File: config.mk
export PLATFORM = sky130hd
export DESIGN_NAME = sdram_port_arbiter
export DESIGN_NICKNAME = d
export VERILOG_FILES = /design/src/rtl/sdram_port_arbiter.sv
export SDC_FILE = /design/constraint.sdc
export NUM_CORES = 1
export LEC_CHECK = 0
export CAP_MARGIN = 30
export CORE_MARGIN = 2
export CORE_UTILIZATION = 46
export CTS_CLUSTER_DIAMETER = 150
export DETAILED_ROUTE_END_ITERATION = 8
export HOLD_SLACK_MARGIN = 0.05
export PLACE_DENSITY = 0.8
export RECOVER_POWER = 25
export SKIP_CTS_REPAIR_TIMING = 1
export SLEW_MARGIN = 10
export SYNTH_ARGS = -nofsm -noshare
export SYNTH_HDL_FRONTEND = slang
export SYNTH_SLANG_ARGS = --single-unit
File: constraint.sdc
create_clock -name CLK -period 2.1 [get_ports CLK]
set_clock_uncertainty 0.15 [all_clocks]
set_input_delay 0.42 -clock CLK [delete_from_list [all_inputs] [get_ports CLK]]
set_output_delay 0.42 -clock CLK [all_outputs]
set_load 0.02 [all_outputs]
File: src/rtl/sdram_port_arbiter.sv
// Burst command scheduler sharing the SDRAM between a write FIFO and a read FIFO.
// Issues WRITEA/READA with wrapping frame pointers, fair alternation and a NOP gap between commands.
module sdram_port_arbiter #(
    parameter int ASIZE   = 23,
    parameter int BURST   = 8,
    parameter int FW      = 10,
    parameter int RD_LOW  = 16,
    parameter int WR_BASE = 0,
    parameter int WR_MAX  = 307200,
    parameter int RD_BASE = 0,
    parameter int RD_MAX  = 307200,
    parameter int GAP_CYC = 2
) (
    input  logic             CLK,
    input  logic             RESET_N,
    input  logic             Sdram_Init_Done,
    input  logic             CMD_ACK,
    input  logic [FW-1:0]    wr_usedw,
    input  logic [FW-1:0]    rd_usedw,
    input  logic             wr_load,
    input  logic             rd_load,
    output logic [2:0]       CMD,
    output logic [ASIZE-1:0] ADDR,
    output logic             wr_busy,
    output logic             rd_busy,
    output logic             wr_wrap,
    output logic             rd_wrap
);

    typedef enum logic [1:0] {
        WAIT_INIT = 2'd0,
        IDLE      = 2'd1,
        ISSUE     = 2'd2,
        GAP       = 2'd3
    } state_t;

    localparam logic [2:0]       CMD_NOP   = 3'b000;
    localparam logic [2:0]       CMD_READ  = 3'b001;
    localparam logic [2:0]       CMD_WRITE = 3'b010;
    localparam logic [FW-1:0]    BURST_FW  = FW'(BURST);
    localparam logic [FW-1:0]    RD_LOW_FW = FW'(RD_LOW);
    localparam logic [ASIZE:0]   BURST_A   = (ASIZE+1)'(BURST);
    localparam logic [ASIZE:0]   WR_MAX_A  = (ASIZE+1)'(WR_MAX);
    localparam logic [ASIZE:0]   RD_MAX_A  = (ASIZE+1)'(RD_MAX);
    localparam logic [ASIZE-1:0] WR_BASE_A = ASIZE'(WR_BASE);
    localparam logic [ASIZE-1:0] RD_BASE_A = ASIZE'(RD_BASE);
    localparam logic [7:0]       GAP_LAST  = 8'((GAP_CYC > 0) ? GAP_CYC - 1 : 0);

    state_t           state_r, state_s;
    logic [2:0]       cmd_r, cmd_s;
    logic [ASIZE-1:0] addr_r, addr_s;
    logic             wr_busy_r, wr_busy_s, rd_busy_r, rd_busy_s;
    logic             wr_wrap_r, wr_wrap_s, rd_wrap_r, rd_wrap_s;
    logic [ASIZE-1:0] wr_ptr_r, wr_ptr_s, rd_ptr_r, rd_ptr_s;
    logic             wr_pend_r, wr_pend_s, rd_pend_r, rd_pend_s;
    logic             last_rd_r, last_rd_s;
    logic [7:0]       gap_cnt_r, gap_cnt_s;
    logic             wr_req_s, rd_req_s;
    logic [ASIZE:0]   sum_s;

    assign wr_req_s = (wr_usedw >= BURST_FW);
    assign rd_req_s = (rd_usedw < RD_LOW_FW);
    // Advance is taken from the address being acknowledged, one bit wider so the wrap compare cannot overflow.
    assign sum_s    = {1'b0, addr_r} + BURST_A;

    // Next-state, command and pointer logic.
    always_comb begin
        state_s   = state_r;
        cmd_s     = cmd_r;
        addr_s    = addr_r;
        wr_busy_s = wr_busy_r;
        rd_busy_s = rd_busy_r;
        wr_wrap_s = 1'b0;
        rd_wrap_s = 1'b0;
        wr_ptr_s  = wr_ptr_r;
        rd_ptr_s  = rd_ptr_r;
        wr_pend_s = wr_pend_r;
        rd_pend_s = rd_pend_r;
        last_rd_s = last_rd_r;
        gap_cnt_s = gap_cnt_r;
        if (!Sdram_Init_Done) begin
            state_s   = WAIT_INIT;
            cmd_s     = CMD_NOP;
            wr_busy_s = 1'b0;
            rd_busy_s = 1'b0;
            wr_pend_s = 1'b0;
            rd_pend_s = 1'b0;
        end else begin
            case (state_r)
                WAIT_INIT: state_s = IDLE;
                IDLE: begin
                    if (wr_req_s && (!rd_req_s || last_rd_r)) begin
                        cmd_s     = CMD_WRITE;
                        addr_s    = wr_ptr_r;
                        wr_busy_s = 1'b1;
                        state_s   = ISSUE;
                    end else if (rd_req_s) begin
                        cmd_s     = CMD_READ;
                        addr_s    = rd_ptr_r;
                        rd_busy_s = 1'b1;
                        state_s   = ISSUE;
                    end else begin
                        state_s = IDLE;
                    end
                end
                ISSUE: begin
                    if (CMD_ACK) begin
                        cmd_s     = CMD_NOP;
                        wr_busy_s = 1'b0;
                        rd_busy_s = 1'b0;
                        wr_pend_s = 1'b0;
                        rd_pend_s = 1'b0;
                        gap_cnt_s = 8'd0;
                        state_s   = GAP;
                        // A restart requested while the command was in flight wins over the advance.
                        if (wr_busy_r) begin
                            last_rd_s = 1'b0;
                            if (sum_s >= WR_MAX_A) begin
                                wr_ptr_s  = WR_BASE_A;
                                wr_wrap_s = 1'b1;
                            end else if (wr_pend_r) begin
                                wr_ptr_s = WR_BASE_A;
                            end else begin
                                wr_ptr_s = sum_s[ASIZE-1:0];
                            end
                        end else begin
                            last_rd_s = 1'b1;
                            if (sum_s >= RD_MAX_A) begin
                                rd_ptr_s  = RD_BASE_A;
                                rd_wrap_s = 1'b1;
                            end else if (rd_pend_r) begin
                                rd_ptr_s = RD_BASE_A;
                            end else begin
                                rd_ptr_s = sum_s[ASIZE-1:0];
                            end
                        end
                    end else begin
                        wr_pend_s = wr_pend_r | wr_load;
                        rd_pend_s = rd_pend_r | rd_load;
                    end
                end
                GAP: begin
                    if (gap_cnt_r >= GAP_LAST) begin
                        state_s = IDLE;
                    end else begin
                        gap_cnt_s = gap_cnt_r + 8'd1;
                    end
                end
                default: begin
                    state_s   = WAIT_INIT;
                    cmd_s     = CMD_NOP;
                    wr_busy_s = 1'b0;
                    rd_busy_s = 1'b0;
                end
            endcase
        end
        wr_ptr_s = wr_load ? WR_BASE_A : wr_ptr_s;
        rd_ptr_s = rd_load ? RD_BASE_A : rd_ptr_s;
    end

    // State and output registers.
    always_ff @(posedge CLK or negedge RESET_N) begin
        if (!RESET_N) begin
            state_r   <= WAIT_INIT;
            cmd_r     <= CMD_NOP;
            addr_r    <= '0;
            wr_busy_r <= 1'b0;
            rd_busy_r <= 1'b0;
            wr_wrap_r <= 1'b0;
            rd_wrap_r <= 1'b0;
            wr_ptr_r  <= WR_BASE_A;
            rd_ptr_r  <= RD_BASE_A;
            wr_pend_r <= 1'b0;
            rd_pend_r <= 1'b0;
            last_rd_r <= 1'b1;
            gap_cnt_r <= 8'd0;
        end else begin
            state_r   <= state_s;
            cmd_r     <= cmd_s;
            addr_r    <= addr_s;
            wr_busy_r <= wr_busy_s;
            rd_busy_r <= rd_busy_s;
            wr_wrap_r <= wr_wrap_s;
            rd_wrap_r <= rd_wrap_s;
            wr_ptr_r  <= wr_ptr_s;
            rd_ptr_r  <= rd_ptr_s;
            wr_pend_r <= wr_pend_s;
            rd_pend_r <= rd_pend_s;
            last_rd_r <= last_rd_s;
            gap_cnt_r <= gap_cnt_s;
        end
    end

    assign CMD     = cmd_r;
    assign ADDR    = addr_r;
    assign wr_busy = wr_busy_r;
    assign rd_busy = rd_busy_r;
    assign wr_wrap = wr_wrap_r;
    assign rd_wrap = rd_wrap_r;

endmodule

==> flow_summary.json, run 1 <==
{
  "outcome": "finished, violations left",
  "violations": "setup timing",
  "critPathKind": "flip-flop to flip-flop",
  "postSynthCellCount": 431,
  "grt_overflow": 0,
  "antenna_found_initial": 0,
  "cts_buffers": 9,
  "worst-endpoint-required_ns": 2.20,
  "wl_per_cell_um": 18.2,
  "grt_max_degree": 47,
  "chipWidth_um": 101,
  "clkTransAtPathRegs_ns": 0.10,
  "cts_max_level": 3,
  "slew_headroom_pct": 50.8,
  "regArea_sq_um": 2210,
  "synth_warnings": 0,
  "rsz0062_at_grt": "true",
  "gr-usage-met2_pct": 35.3,
  "internal-power_mw": 2.71,
  "finalCritPeriodShare_pct": 118,
  "cts_sinks": 88,
  "synth_ff_type": "dfrtp_1",
  "syn_area_sq_um": 4330,
  "synth-seq-cells": 88,
  "clock_power_share_pct": 36.2,
  "nNetsFinal": 565,
  "maxCapViolCount": 0,
  "dp.cells": 616,
  "setup_violations": 41,
  "combPwrFrac_pct": 14.5,
  "timing.hold.ws_ns": 0.331,
  "ant_nets": 0,
  "drc": 0,
  "hold_class": "flip-flop to flip-flop",
  "p_total_mw": 3.70,
  "num_rows": 35,
  "power_switching_mw": 0.996,
  "max_freq_mhz": 402,
  "fin_setup_tns_ns": -8.34,
  "dp.final_hpwl_um": 7040,
  "cts_tree": "done",
  "synth_edf_count": 0,
  "clk_latency_ns": 0.37,
  "pwr-share-seq_pct": 49.4,
  "p_sw_share_pct": 26.9,
  "async_flop_share_pct": 100,
  "multi_input_area_sq_um": 2110,
  "use_met3_pct": 2.91,
  "areaGrowthSynthToFinish_pct": 36.5,
  "grt_most_used_layer": "met2",
  "grt_use_met1_pct": 28.2,
  "clock_tree.buffer_depth": 2,
  "hold_viol_final": 0,
  "synth_nets": 464,
  "p_per_area_nw_per_um2": 626,
  "fin_area_sq_um": 5910,
  "first_pass_iters": 5,
  "ir_drop_mv": 0.388,
  "avgSynthCellArea_sq_um": 10.1,
  "instances_no_fill": 648,
  "cp_max_fo": 18,
  "nFillCells": 678,
  "via_per_inst": 5.65,
  "grt_pass1_wl_um": 17100,
  "endpoint_kind": "flip-flop",
  "grt_usage_pct": 21.3,
  "synth_cell_types": 48,
  "io_pins": 56,
  "worstMarginPinSlew_ns": 0.737,
  "drt_iter0_markers": 286,
  "ys_seq_area_share_pct": 50.9,
  "crit_arrival_ns": 2.58,
  "coreArea_sq_um": 9200,
  "diodes": 0,
  "dp_slack_ns": -0.534,
  "slew_viol_final": 0,
  "post-route-util_pct": 64.3,
  "initial_utilization_pct": 47.1,
  "startpoint_type": "flip-flop",
  "drive_gt1_share_pct": 27.7,
  "layout_commonest_cell": "dfrtp_1",
  "final_cell_mix": "dfrtp_1, nand2_1, buf_4",
  "num_vias": 3662,
  "io_buffers": 47,
  "p_leak_nw": 2.79,
  "min_period_ns": 2.49,
  "dieArea_sq_um": 10200,
  "fp.dieH_um": 101,
  "gp_congestion": 0.923,
  "first_global_vias": 3528,
  "cts-root-buf": "clkbuf_8",
  "placed_cell_area_sq_um": 5320,
  "fin_ws_ns": -0.386,
  "wl_um": 11800
}
[registers in the layout (all words and copies together), names as in the netlist]
register	count
gap_cnt_r	8
last_rd_r	1
ADDR	23
wr_ptr_r	23
rd_pend_r	1
wr_busy	1
rd_wrap	1
rd_busy	1
state_r	2
wr_wrap	1
rd_ptr_r	23
CMD	2
wr_pend_r	1
[path summary, 6_finish.rpt]
check | cells past startpoint | startpoint | slack, ns | end
min reg2reg | 2 | rd_ptr_r[1] | 0.33 | rd_ptr_r[1]
max in group asynchronous | 3 | RESET_N | 0.29 | ADDR[9]
max reg2reg | 8 | ADDR[10] | -0.39 | wr_ptr_r[8]
min in group asynchronous | 2 | RESET_N | 0.49 | ADDR[2]
max | 8 | ADDR[10] | -0.39 | wr_ptr_r[8]
min | 2 | rd_ptr_r[1] | 0.33 | rd_ptr_r[1]
[synthesized netlist by cell type (2+ instances only)]
| cell type | instances | share of area, % |
|---|---|---|
| dfrtp_1 | 87 | 50 |
| and2_1 | 11 | 1.6 |
| o41ai_1 | 3 | 0.61 |
| nand2_1 | 74 | 6.4 |
| inv_1 | 14 | 1.2 |
| nor2b_1 | 3 | 0.43 |
| and3_1 | 2 | 0.29 |
| o21ai_0 | 47 | 5.4 |
| a21oi_1 | 13 | 1.5 |
| a41oi_1 | 2 | 0.40 |
| nand3_1 | 11 | 1.3 |
| buf_6 | 4 | 1.0 |
| buf_4 | 8 | 1.4 |
| nand4_2 | 3 | 0.87 |
| o211ai_2 | 2 | 0.58 |
| ha_1 | 7 | 2.0 |
| nand2b_1 | 6 | 0.87 |
| xnor2_1 | 6 | 1.2 |
| nor3_1 | 7 | 0.81 |
| mux2i_1 | 25 | 5.8 |
| nor4_4 | 2 | 0.98 |
| a21boi_0 | 2 | 0.35 |
| buf_2 | 5 | 0.58 |
| xor2_1 | 10 | 2.0 |
| o21ai_2 | 18 | 3.6 |
| clkbuf_1 | 7 | 0.61 |
| o21ai_1 | 5 | 0.58 |
| a31oi_1 | 2 | 0.29 |
| and4_1 | 2 | 0.40 |
| nor2_1 | 15 | 1.3 |
| nor4_1 | 3 | 0.43 |
| nand4_1 | 9 | 1.3 |
[per-layer routing]
metal	vias up	part of all wire (%)	wire, um
li1	1694	-	-
met1	1802	41	4810
met2	133	51	6020
met3	33	4.7	551
met4	0	3.2	380
met5	-	0	0
[power by group through the flow]
stage               sequential, mW  combinational [mW]  clock [mW]
finish                        1.83               0.537        1.34
detailed placement            1.86               0.508           0
global route                  1.84               0.602        1.42
floorplan                     1.86               0.318           0
global placement              1.86               0.486           0
CTS                           1.83               0.512        1.36
[kinds of logic after synthesis]
kind of cell | count (synthesis) | synth area share [%]
AO/OA/AOI/OAI | 97 | 14.1
XOR/XNOR | 16 | 3.23
adder cells (fa/ha/maj) | 7 | 2.02
buffers and inverters | 39 | 4.91
flip-flops | 88 | 50.9
multiplexers | 25 | 5.78
other | 1 | 0.0865
AND/OR/NAND/NOR | 158 | 19.0
[worst max-delay path, stage by stage, from the launching register on]
cell and delay, ns:
dfrtp_1 0.42, and4_4 0.28, buf_4 0.13, o211ai_2 0.07
a221o_1 0.38, o211ai_4 0.25, nand4_2 0.16, buf_12 0.19
o21ai_0 0.33
[cell type report]
| class | instances | area share (%) |
|---|---|---|
| multi-input combinational | 304 | 35.7 |
| tap | 111 | 2.35 |
| clock buffer | 12 | 2.62 |
| sequential | 88 | 37.4 |
| inverter | 14 | 0.889 |
| clock inverter | 4 | 1.29 |
| timing repair buffer | 115 | 19.7 |
Power figures use the tool's default switching activity.
==> run 2, diff against run 1 <==
--- a/config.mk
+++ b/config.mk
@@ -8,10 +8,11 @@
 export CAP_MARGIN = 30
 export CORE_MARGIN = 2
 export CORE_UTILIZATION = 46
-export CTS_CLUSTER_DIAMETER = 150
+export CTS_CLUSTER_DIAMETER = 40
 export DETAILED_ROUTE_END_ITERATION = 8
+export DONT_BUFFER_PORTS = 1
 export HOLD_SLACK_MARGIN = 0.05
-export PLACE_DENSITY = 0.8
+export PLACE_DENSITY = 0.72
 export RECOVER_POWER = 25
 export SKIP_CTS_REPAIR_TIMING = 1
 export SLEW_MARGIN = 10
==> run 2 against run 1 <==
  * The flow finishes with violations (hold timing, setup timing)
  * Combinational power down 27%
  * Setup slack better by 0.28 ns
  * Wire length down 20%
  * Cell count down 8.2%
  * Count of clock-buffer cells in the layout up 2
  * Register-to-register slack better by 0.28 ns
  * Sequential power about the same
  * Fmax up 13%
  * Largest cell class unchanged
  * Highest routed layer unchanged
==> flow_summary.json, run 2 (same netlist as run 1, synthesis figures left out) <==
{
  "outcome": "finished, violations left",
  "grt_overflow": 0,
  "ant_nets": 0,
  "maxCapViolCount": 0,
  "r2r_start": "ADDR[4]",
  "hold_class": "input pin to asynchronous set/reset pin",
  "first_global_vias": 3105,
  "ir_drop_mv": 0.485,
  "num_vias": 3260,
  "grt_max_degree": 89,
  "drc": 0,
  "grt_pass1_wl_um": 15200,
  "min_period_ns": 2.21,
  "p_per_area_nw_per_um2": 680,
  "reg2reg_slack_ns": -0.11,
  "finalCritPeriodShare_pct": 105,
  "num_rows": 35,
  "cp_max_fo": 9,
  "wl_um": 9370,
  "io_buffers": 0,
  "drt_iter0_markers": 197,
  "dp_slack_ns": -0.251,
  "diodes": 0,
  "setup_violations": 40,
  "rsz0062_at_grt": "true",
  "endpoint_kind": "flip-flop",
  "fin_setup_tns_ns": -2.70,
  "grt_usage_pct": 19.3,
  "crit_arrival_ns": 2.33,
  "slew_viol_final": 0,
  "initial_utilization_pct": 47.1,
  "final_cell_mix": "dfrtp_1, nand2_1, buf_4",
  "cts_buffers": 9,
  "hold_viol_final": 88,
  "clkTransAtPathRegs_ns": 0.08,
  "nFillCells": 776,
  "reg2reg_to": "rd_ptr_r[4]",
  "coreArea_sq_um": 9200,
  "dp.final_hpwl_um": 6260,
  "instances_no_fill": 595,
  "timing.hold.ws_ns": -0.390,
  "antenna_found_initial": 0,
  "layout_commonest_cell": "dfrtp_1",
  "max_freq_mhz": 453,
  "chipWidth_um": 101,
  "gp_congestion": 0.851,
  "dp.cells": 571,
  "cts_tree": "done",
  "wl_per_cell_um": 15.7,
  "cts_max_level": 3,
  "worst-endpoint-required_ns": 2.22,
  "reg2reg_depth": 8,
  "io_pins": 56,
  "p_leak_nw": 2.28,
  "areaGrowthSynthToFinish_pct": 20.9,
  "fp.dieH_um": 101,
  "critPathKind": "flip-flop to flip-flop",
  "first_pass_iters": 4,
  "violations": "hold timing, setup timing",
  "via_per_inst": 5.48,
  "nNetsFinal": 512,
  "startpoint_type": "flip-flop",
  "clock_tree.buffer_depth": 2,
  "drive_gt1_share_pct": 26.9,
  "fin_ws_ns": -0.108,
  "cts_sinks": 88,
  "dieArea_sq_um": 10200,
  "clk_latency_ns": 0.35,
  "cts-root-buf": "clkbuf_8"
}
run 2: how the worst max path moves through the flow:
stage | start | end | slack (ns) | depth (start not counted)
final | ADDR[4] | rd_ptr_r[4] | -0.11 | 8
after global routing | ADDR[4] | rd_ptr_r[16] | -0.22 | 8
after CTS | ADDR[6] | rd_ptr_r[2] | -0.29 | 7
after detailed placement | ADDR[6] | rd_ptr_r[2] | -0.25 | 7
after global placement | ADDR[6] | rd_ptr_r[6] | -0.20 | 7
after floorplan | ADDR[3] | wr_ptr_r[3] | -0.16 | 9
run 2: metrics by stage:
step	utilization [%]	instance area, sq um	power [mW]
finish	57.0	5240	3.56
global route	57.0	5240	3.73
global placement	52.6	4840	2.22
floorplan	-	4420	2.18
CTS	55.1	5070	3.59
detailed placement	52.6	4840	2.25
run 2: area by class of cell:
| type | instances | area, sq um | area share [%] |
|---|---|---|---|
| multi-input cells | 304 | 2070 | 39.5 |
| inverters | 14 | 52.6 | 1.00 |
| clock inverters | 2 | 60.1 | 1.15 |
| repair buffers | 62 | 536 | 10.2 |
| flip-flops and latches | 88 | 2210 | 42.2 |
| clock buffers | 14 | 173 | 3.30 |
| well taps | 111 | 139 | 2.65 |
run 2: report_power, final:
| part | switching (mW) | internal, mW |
|---|---|---|
| combinational | 0.255 | 0.138 |
| sequential | 0.0786 | 1.76 |
| clock | 0.560 | 0.770 |
run 2: critical path, stage by stage (launching register included):
cell and delay, ns:
dfrtp_2 0.43, ha_4 0.16, and3_4 0.18, o211ai_2 0.09
a221o_1 0.35, o211ai_2 0.27, nand4_4 0.18, buf_12 0.18
o21ai_0 0.15
run 2: per-layer routing:
metal | GRT usage [%] | vias up | part of all wire [%]
met4 | 8.32 | 0 | 2.0
met2 | 30.7 | 55 | 50
met1 | 25.7 | 1610 | 44
met3 | 3.68 | 14 | 3.4
met5 | 0 | - | 0
li1 | - | 1581 | -
